==> src/rtl/fp8_pkg.sv <==
// Shared FP8 definitions for the operand sequencer: field widths, the
// sequencer state encoding and the default adder latency.
package fp8_pkg;

  localparam int SIGN_W = 1;
  localparam int EXP_W  = 4;
  localparam int MANT_W = 3;
  localparam int FP8_W  = SIGN_W + EXP_W + MANT_W;

  localparam int ADD_LAT_DEFAULT = 1;

  typedef logic [FP8_W-1:0] fp8_t;

  typedef enum logic [2:0] {
    FETCH_A = 3'd0,
    FETCH_B = 3'd1,
    ISSUE   = 3'd2,
    CAPTURE = 3'd3,
    HOLD    = 3'd4
  } seq_state_t;

endpackage

==> src/rtl/fp8_operand_sequencer_if.sv <==
// Byte stream in and captured-sum stream out of the FP8 operand sequencer.
interface fp8_operand_sequencer_if;
  import fp8_pkg::*;

  // Valid/ready: a beat transfers on the rising clk edge where valid && ready
  // are both high; the source keeps data stable while valid && !ready.
  fp8_t in_data;
  logic in_valid;
  logic in_ready;
  fp8_t out_data;
  logic out_valid;
  logic out_ready;

  modport master (
    output in_data, in_valid, out_ready,
    input  in_ready, out_data, out_valid
  );

  modport slave (
    input  in_data, in_valid, out_ready,
    output in_ready, out_data, out_valid
  );

endinterface

==> src/rtl/fp8_byte_fifo.sv <==
// Circular byte FIFO; pointers carry one extra wrap bit so full and empty
// are distinguished without a separate counter.
module fp8_byte_fifo
  import fp8_pkg::*;
#(
  parameter  int FIFO_DEPTH = 4,
  localparam int PTR_W      = $clog2(FIFO_DEPTH) + 1
) (
  input  logic             clk,
  input  logic             rst_n,
  input  logic             push,
  input  fp8_t             push_data,
  input  logic             pop,
  output fp8_t             pop_data,
  output logic             full,
  output logic             empty,
  output logic [PTR_W-1:0] count
);

  localparam int IDX_W = PTR_W - 1;

  fp8_t             mem_q [FIFO_DEPTH];
  fp8_t             mem_d [FIFO_DEPTH];
  logic [PTR_W-1:0] wr_ptr_q, wr_ptr_d;
  logic [PTR_W-1:0] rd_ptr_q, rd_ptr_d;

  assign count    = wr_ptr_q - rd_ptr_q;
  assign full     = (count == PTR_W'(FIFO_DEPTH));
  assign empty    = (count == '0);
  assign pop_data = mem_q[rd_ptr_q[IDX_W-1:0]];

  always_comb begin
    mem_d    = mem_q;
    wr_ptr_d = wr_ptr_q;
    rd_ptr_d = rd_ptr_q;
    if (push && !full) begin
      mem_d[wr_ptr_q[IDX_W-1:0]] = push_data;
      wr_ptr_d = wr_ptr_q + PTR_W'(1);
    end
    if (pop && !empty) begin
      rd_ptr_d = rd_ptr_q + PTR_W'(1);
    end
  end

  // Storage is not reset: contents are meaningless once the pointers clear.
  always_ff @(posedge clk) begin
    mem_q <= mem_d;
  end

  always_ff @(posedge clk) begin
    if (!rst_n) begin
      wr_ptr_q <= '0;
      rd_ptr_q <= '0;
    end else begin
      wr_ptr_q <= wr_ptr_d;
      rd_ptr_q <= rd_ptr_d;
    end
  end

endmodule

==> src/rtl/fp8_operand_sequencer.sv <==
// Pairs incoming FP8 bytes in arrival order, drives them to an external adder
// for ADD_LAT cycles and holds the registered sum until the consumer takes it.
module fp8_operand_sequencer
  import fp8_pkg::*;
#(
  parameter int FIFO_DEPTH = 4,
  parameter int ADD_LAT    = ADD_LAT_DEFAULT
) (
  input  logic                      clk,
  input  logic                      rst_n,
  fp8_operand_sequencer_if.slave    bus,
  output fp8_t                      op_a,
  output fp8_t                      op_b,
  output logic                      op_en,
  input  fp8_t                      add_result,
  output logic                      busy,
  output seq_state_t                state_dbg
);

  localparam logic [2:0] LAST_CNT = 3'(ADD_LAT - 1);

  seq_state_t state_q, state_d;
  fp8_t       op_a_q, op_a_d;
  fp8_t       op_b_q, op_b_d;
  logic [2:0] cnt_q, cnt_d;
  fp8_t       out_data_q, out_data_d;
  logic       out_valid_q, out_valid_d;

  logic                        fifo_push;
  logic                        fifo_pop;
  fp8_t                        fifo_head;
  logic                        fifo_full;
  logic                        fifo_empty;
  logic [$clog2(FIFO_DEPTH):0] fifo_count;

  fp8_byte_fifo #(.FIFO_DEPTH(FIFO_DEPTH)) u_fifo (
    .clk       (clk),
    .rst_n     (rst_n),
    .push      (fifo_push),
    .push_data (bus.in_data),
    .pop       (fifo_pop),
    .pop_data  (fifo_head),
    .full      (fifo_full),
    .empty     (fifo_empty),
    .count     (fifo_count)
  );

  assign bus.in_ready  = !fifo_full;
  assign fifo_push     = bus.in_valid && bus.in_ready;
  assign bus.out_data  = out_data_q;
  assign bus.out_valid = out_valid_q;
  assign op_a          = op_a_q;
  assign op_b          = op_b_q;
  assign busy          = (state_q != FETCH_A) || (fifo_count != '0);
  assign state_dbg     = state_q;

  always_comb begin
    state_d     = state_q;
    op_a_d      = op_a_q;
    op_b_d      = op_b_q;
    cnt_d       = cnt_q;
    out_data_d  = out_data_q;
    out_valid_d = out_valid_q;
    fifo_pop    = 1'b0;
    op_en       = 1'b0;
    case (state_q)
      FETCH_A: begin
        if (!fifo_empty) begin
          fifo_pop = 1'b1;
          op_a_d   = fifo_head;
          state_d  = FETCH_B;
        end
      end
      FETCH_B: begin
        if (!fifo_empty) begin
          fifo_pop = 1'b1;
          op_b_d   = fifo_head;
          cnt_d    = '0;
          state_d  = ISSUE;
        end
      end
      ISSUE: begin
        op_en = 1'b1;
        cnt_d = cnt_q + 3'd1;
        if (cnt_q == LAST_CNT) state_d = CAPTURE;
      end
      CAPTURE: begin
        out_data_d  = add_result;
        out_valid_d = 1'b1;
        state_d     = HOLD;
      end
      HOLD: begin
        // Returning to FETCH_A takes a cycle, so no pop overlaps the hand-off.
        if (bus.out_ready) begin
          out_valid_d = 1'b0;
          state_d     = FETCH_A;
        end
      end
      default: state_d = FETCH_A;
    endcase
  end

  always_ff @(posedge clk) begin
    if (!rst_n) begin
      state_q     <= FETCH_A;
      op_a_q      <= 8'h00;
      op_b_q      <= 8'h00;
      cnt_q       <= '0;
      out_data_q  <= 8'h00;
      out_valid_q <= 1'b0;
    end else begin
      state_q     <= state_d;
      op_a_q      <= op_a_d;
      op_b_q      <= op_b_d;
      cnt_q       <= cnt_d;
      out_data_q  <= out_data_d;
      out_valid_q <= out_valid_d;
    end
  end

endmodule

==> src/flat_wrapper.sv <==
// flat-port wrapper written by rule: the top's interface ports become plain ports
module fp8_operand_sequencer_flat import fp8_pkg::*;
#(
  parameter int FIFO_DEPTH = 4,
  parameter int ADD_LAT    = ADD_LAT_DEFAULT
)
  (clk, rst_n, op_a, op_b, op_en, add_result, busy, state_dbg, bus_in_data, bus_in_valid, bus_out_ready, bus_in_ready, bus_out_data, bus_out_valid);
  fp8_operand_sequencer_if bus_i ();
  input  logic clk;
  input  logic rst_n;
  output fp8_t op_a;
  output fp8_t op_b;
  output logic op_en;
  input  fp8_t add_result;
  output logic busy;
  output seq_state_t state_dbg;
  input wire logic [$bits(bus_i.in_data)-1:0] bus_in_data;
  input wire logic [$bits(bus_i.in_valid)-1:0] bus_in_valid;
  input wire logic [$bits(bus_i.out_ready)-1:0] bus_out_ready;
  output wire logic [$bits(bus_i.in_ready)-1:0] bus_in_ready;
  output wire logic [$bits(bus_i.out_data)-1:0] bus_out_data;
  output wire logic [$bits(bus_i.out_valid)-1:0] bus_out_valid;
  assign bus_i.in_data = bus_in_data;
  assign bus_i.in_valid = bus_in_valid;
  assign bus_i.out_ready = bus_out_ready;
  assign bus_in_ready = bus_i.in_ready;
  assign bus_out_data = bus_i.out_data;
  assign bus_out_valid = bus_i.out_valid;
  fp8_operand_sequencer #(.FIFO_DEPTH(FIFO_DEPTH), .ADD_LAT(ADD_LAT)) u_core (.clk(clk), .rst_n(rst_n), .bus(bus_i), .op_a(op_a), .op_b(op_b), .op_en(op_en), .add_result(add_result), .busy(busy), .state_dbg(state_dbg));
endmodule
==> config.mk <==
export PLATFORM = sky130hd
export DESIGN_NAME = fp8_operand_sequencer_flat
export DESIGN_NICKNAME = d
export VERILOG_FILES = /design/src/rtl/fp8_pkg.sv /design/src/rtl/fp8_operand_sequencer_if.sv /design/src/rtl/fp8_byte_fifo.sv /design/src/rtl/fp8_operand_sequencer.sv /design/src/flat_wrapper.sv
export SDC_FILE = /design/constraint.sdc
export NUM_CORES = 1
export LEC_CHECK = 0
export ABC_CLOCK_PERIOD_IN_PS = 5400
export CORE_MARGIN = 1
export CORE_UTILIZATION = 56
export CTS_BUF_LIST = sky130_fd_sc_hd__clkbuf_8 sky130_fd_sc_hd__clkbuf_16
export DETAILED_ROUTE_END_ITERATION = 10
export GPL_TIMING_DRIVEN = 0
export PLACE_DENSITY_LB_ADDON = 0.3
export SLEW_MARGIN = 20
export SYNTH_ARGS = -nofsm -noshare
export SYNTH_HDL_FRONTEND = slang
export SYNTH_SLANG_ARGS = --single-unit
export TNS_END_PERCENT = 50
==> constraint.sdc <==
create_clock -name clk -period 5.4 [get_ports clk]
set_input_delay 1.08 -clock clk [delete_from_list [all_inputs] [get_ports clk]]
set_output_delay 1.08 -clock clk [all_outputs]
set_load 0.03 [all_outputs]
==> flow_summary.ini <==
[routing]
drtPass1Iterations = 4
num_vias = 1919
vias_per_cell = 5.21
ant_nets = 0
wl_mm = 5.42
wire_per_inst_um = 14.7
first_iter_violations = 74
drc = 0

[sta]
rsz0062_at_grt = no
fin_setup_tns_ns = 0
final_max_slew_viol_count = 0
min_period_ns = 3.86
period_share = 0.714
hold_slack_ns = 0.460
max_slew_margin = 0.326
worst_pin_slew_ns = 1.01
finalSetupViolations = 0
max_freq_ghz = 0.259
finalHoldViolations = 0
fin_ws_ns = 1.54
fin_skew_ns = 0.00598

[worst_setup_path]
path_cells = clkbuf_1, inv_1, ha_1, nor2b_1, xnor2_1, buf_6, nor2_1, nand2_1, clkdlybuf4s50_1
path_class = reg -> out
end_kind = output port
cpPeakStageDelay_ns = 0.67
critPathRequiredTime_ns = 4.32
cp_max_fo = 10
cp.arrival_ns = 2.78
start_kind = register
cp_slowest_cell = clkdlybuf4s50_1

[clock_tree]
clock_path_buffers = 2
cts_tree = built
cts_hold_buf = 0
root_buffer = clkbuf_8
cts.htree.levels = 3
cts_resized = 0
post_cts.repair.setup_buffers = 0
cts_sinks = 69
clk_latency_ns = 0.34
cts_buffers = 9
clkSlewWorstSetupHoldPaths_ns = 0.08

[logic_synthesis]
ys_warn_count = 0
syn_area_mm2 = 0.00288
syn_nets = 264
syn_area_per_cell_um2 = 12.3
ys_types = 31
synth_cells = 235
yosys_register_bits = 69
seq_area_frac_synth = 0.591

[outcome]
status = completed

[grt]
grt_use_total = 0.228
grt_pass1_vias = 1839
antenna_found_initial = 0
overflow = 0
grt_start_max_net_pins = 15
grt_pass1_wl_mm = 8.83

[final_layout]
drive_gt1_frac = 0.110
fin_util = 0.757
layout_commonest_cell = clkdlybuf4s50_1
nNetsFinal = 325
area_delta_synth_final_pct = 27.4
diodes = 0
instances_no_fill = 368
mostFrequentLayoutCells = clkdlybuf4s50_1 (50), nand2_1 (49), dfxtp_1 (37)

[power]
ir_drop_mv = 0.333
leakage_nw = 1.38
powerDensity_mw_per_mm2 = 492

[placement]
place_inst = 352
routabilityCongestion = 0.742
dp_hpwl_mm = 3.96
place_ws_ns = 1.91
io_buffers = 50

[floorplan]
coreArea_mm2 = 0.00485
die-area_mm2 = 0.00543
io_pins = 51
rows = 25
die_h_um = 73.7
start_util = 0.594
die_x_um = 73.7

[run]
drv_cap = 0

[worst_hold_path]
hold_path.class = reg -> reg
==> sequential cells by signal, summed over array words and instances (netlist names) <==
name	count
u_core.cnt_q	3
u_core.op_a	8
u_core.u_fifo.mem_q	32
u_core.op_b	8
u_core.state_dbg	3
u_core.bus.out_valid	1
u_core.u_fifo.wr_ptr_q	3
u_core.u_fifo.rd_ptr_q	3
u_core.bus.out_data	8
==> cells in the mapped netlist (all sizes together) <==
cell	n	area, um2
nor2	6	22.5
mux4	8	180
buf	5	37.5
dfxtp	37	741
nor2b	2	12.5
nand3	10	50.1
and2	4	25.0
inv	6	22.5
nor3	1	5.00
a21oi	4	20.0
a21boi	10	78.8
or4b	1	10.0
and3	2	12.5
clkbuf	7	26.3
or3b	1	8.76
ha	9	113
o211ai	3	27.5
nor3b	1	12.5
a31oi	1	6.26
mux2i	22	220
nand2	49	184
a32o	1	10.0
nand2b	5	31.3
xnor2	3	26.3
o21ai	5	36.3
edfxtp	32	961
==> critical path, delay by kind of cell, from the launching register on <==
kind | cells | cell delay [ns]
adder cells (fa/ha/maj) | 1 | 0.21
buffers and inverters | 4 | 1.42
XOR/XNOR | 1 | 0.18
flip-flops | 1 | 0.34
AND/OR/NAND/NOR | 3 | 0.29
==> worst paths after layout <==
kind	startpoint	to	slack [ns]	depth (start not counted)
max	u_core.u_fifo.rd_ptr_q[1]	busy	1.54	9
min	u_core.op_b[2]	u_core.op_b[2]	0.46	2
max reg2reg	u_core.u_fifo.rd_ptr_q[1]	u_core.u_fifo.mem_q[6]	2.68	7
min reg2reg	u_core.op_b[2]	u_core.op_b[2]	0.46	2
==> cells by family (layout without fill, tap and decap cells) <==
kind of cell,Yosys count,count (layout),synth area share
and+or+nand+nor,82,82,0.130
DFF,69,69,0.591
muxes,30,30,0.139
AOI/OAI and AO/OA,24,24,0.0621
buffers and inverters,18,84,0.0300
adders and majority gates,9,9,0.0391
xor gates and xnor gates,3,3,0.00912
==> layer usage <==
| metal | global-route usage | share of wire | up-vias |
|---|---|---|---|
| met1 | 0.276 | 0.44 | 912 |
| met5 | 0 | 0 | - |
| met4 | 0.105 | 0.017 | 0 |
| met3 | 0.0686 | 0.036 | 10 |
| li1 | - | - | 956 |
| met2 | 0.373 | 0.50 | 41 |
==> through the flow <==
stage	power (mW)	area (um2)
after detailed placement	1.39	3460
after global placement	1.37	3460
after global routing	1.90	3670
final	1.80	3670
after CTS	1.82	3670
after floorplan	1.18	2880
==> power breakdown <==
| part | leakage, nW | internal, mW | switching, mW |
|---|---|---|---|
| Clock | 0.101 | 0.219 | 0.206 |
| Combinational | 0.680 | 0.301 | 0.394 |
| Sequential | 0.595 | 0.638 | 0.0456 |
==> area by class of cell <==
type	instances	area, um2
Timing Repair Buffer	50	500
Inverter	6	22.5
Tap cell	67	83.8
Sequential cell	69	1700
Buffer	12	63.8
Multi-Input combinational cell	148	1090
Fill cell	340	1180
Clock inverter	7	81.3
Clock buffer	9	124
No activity file was read; power rests on OpenSTA's default activity.
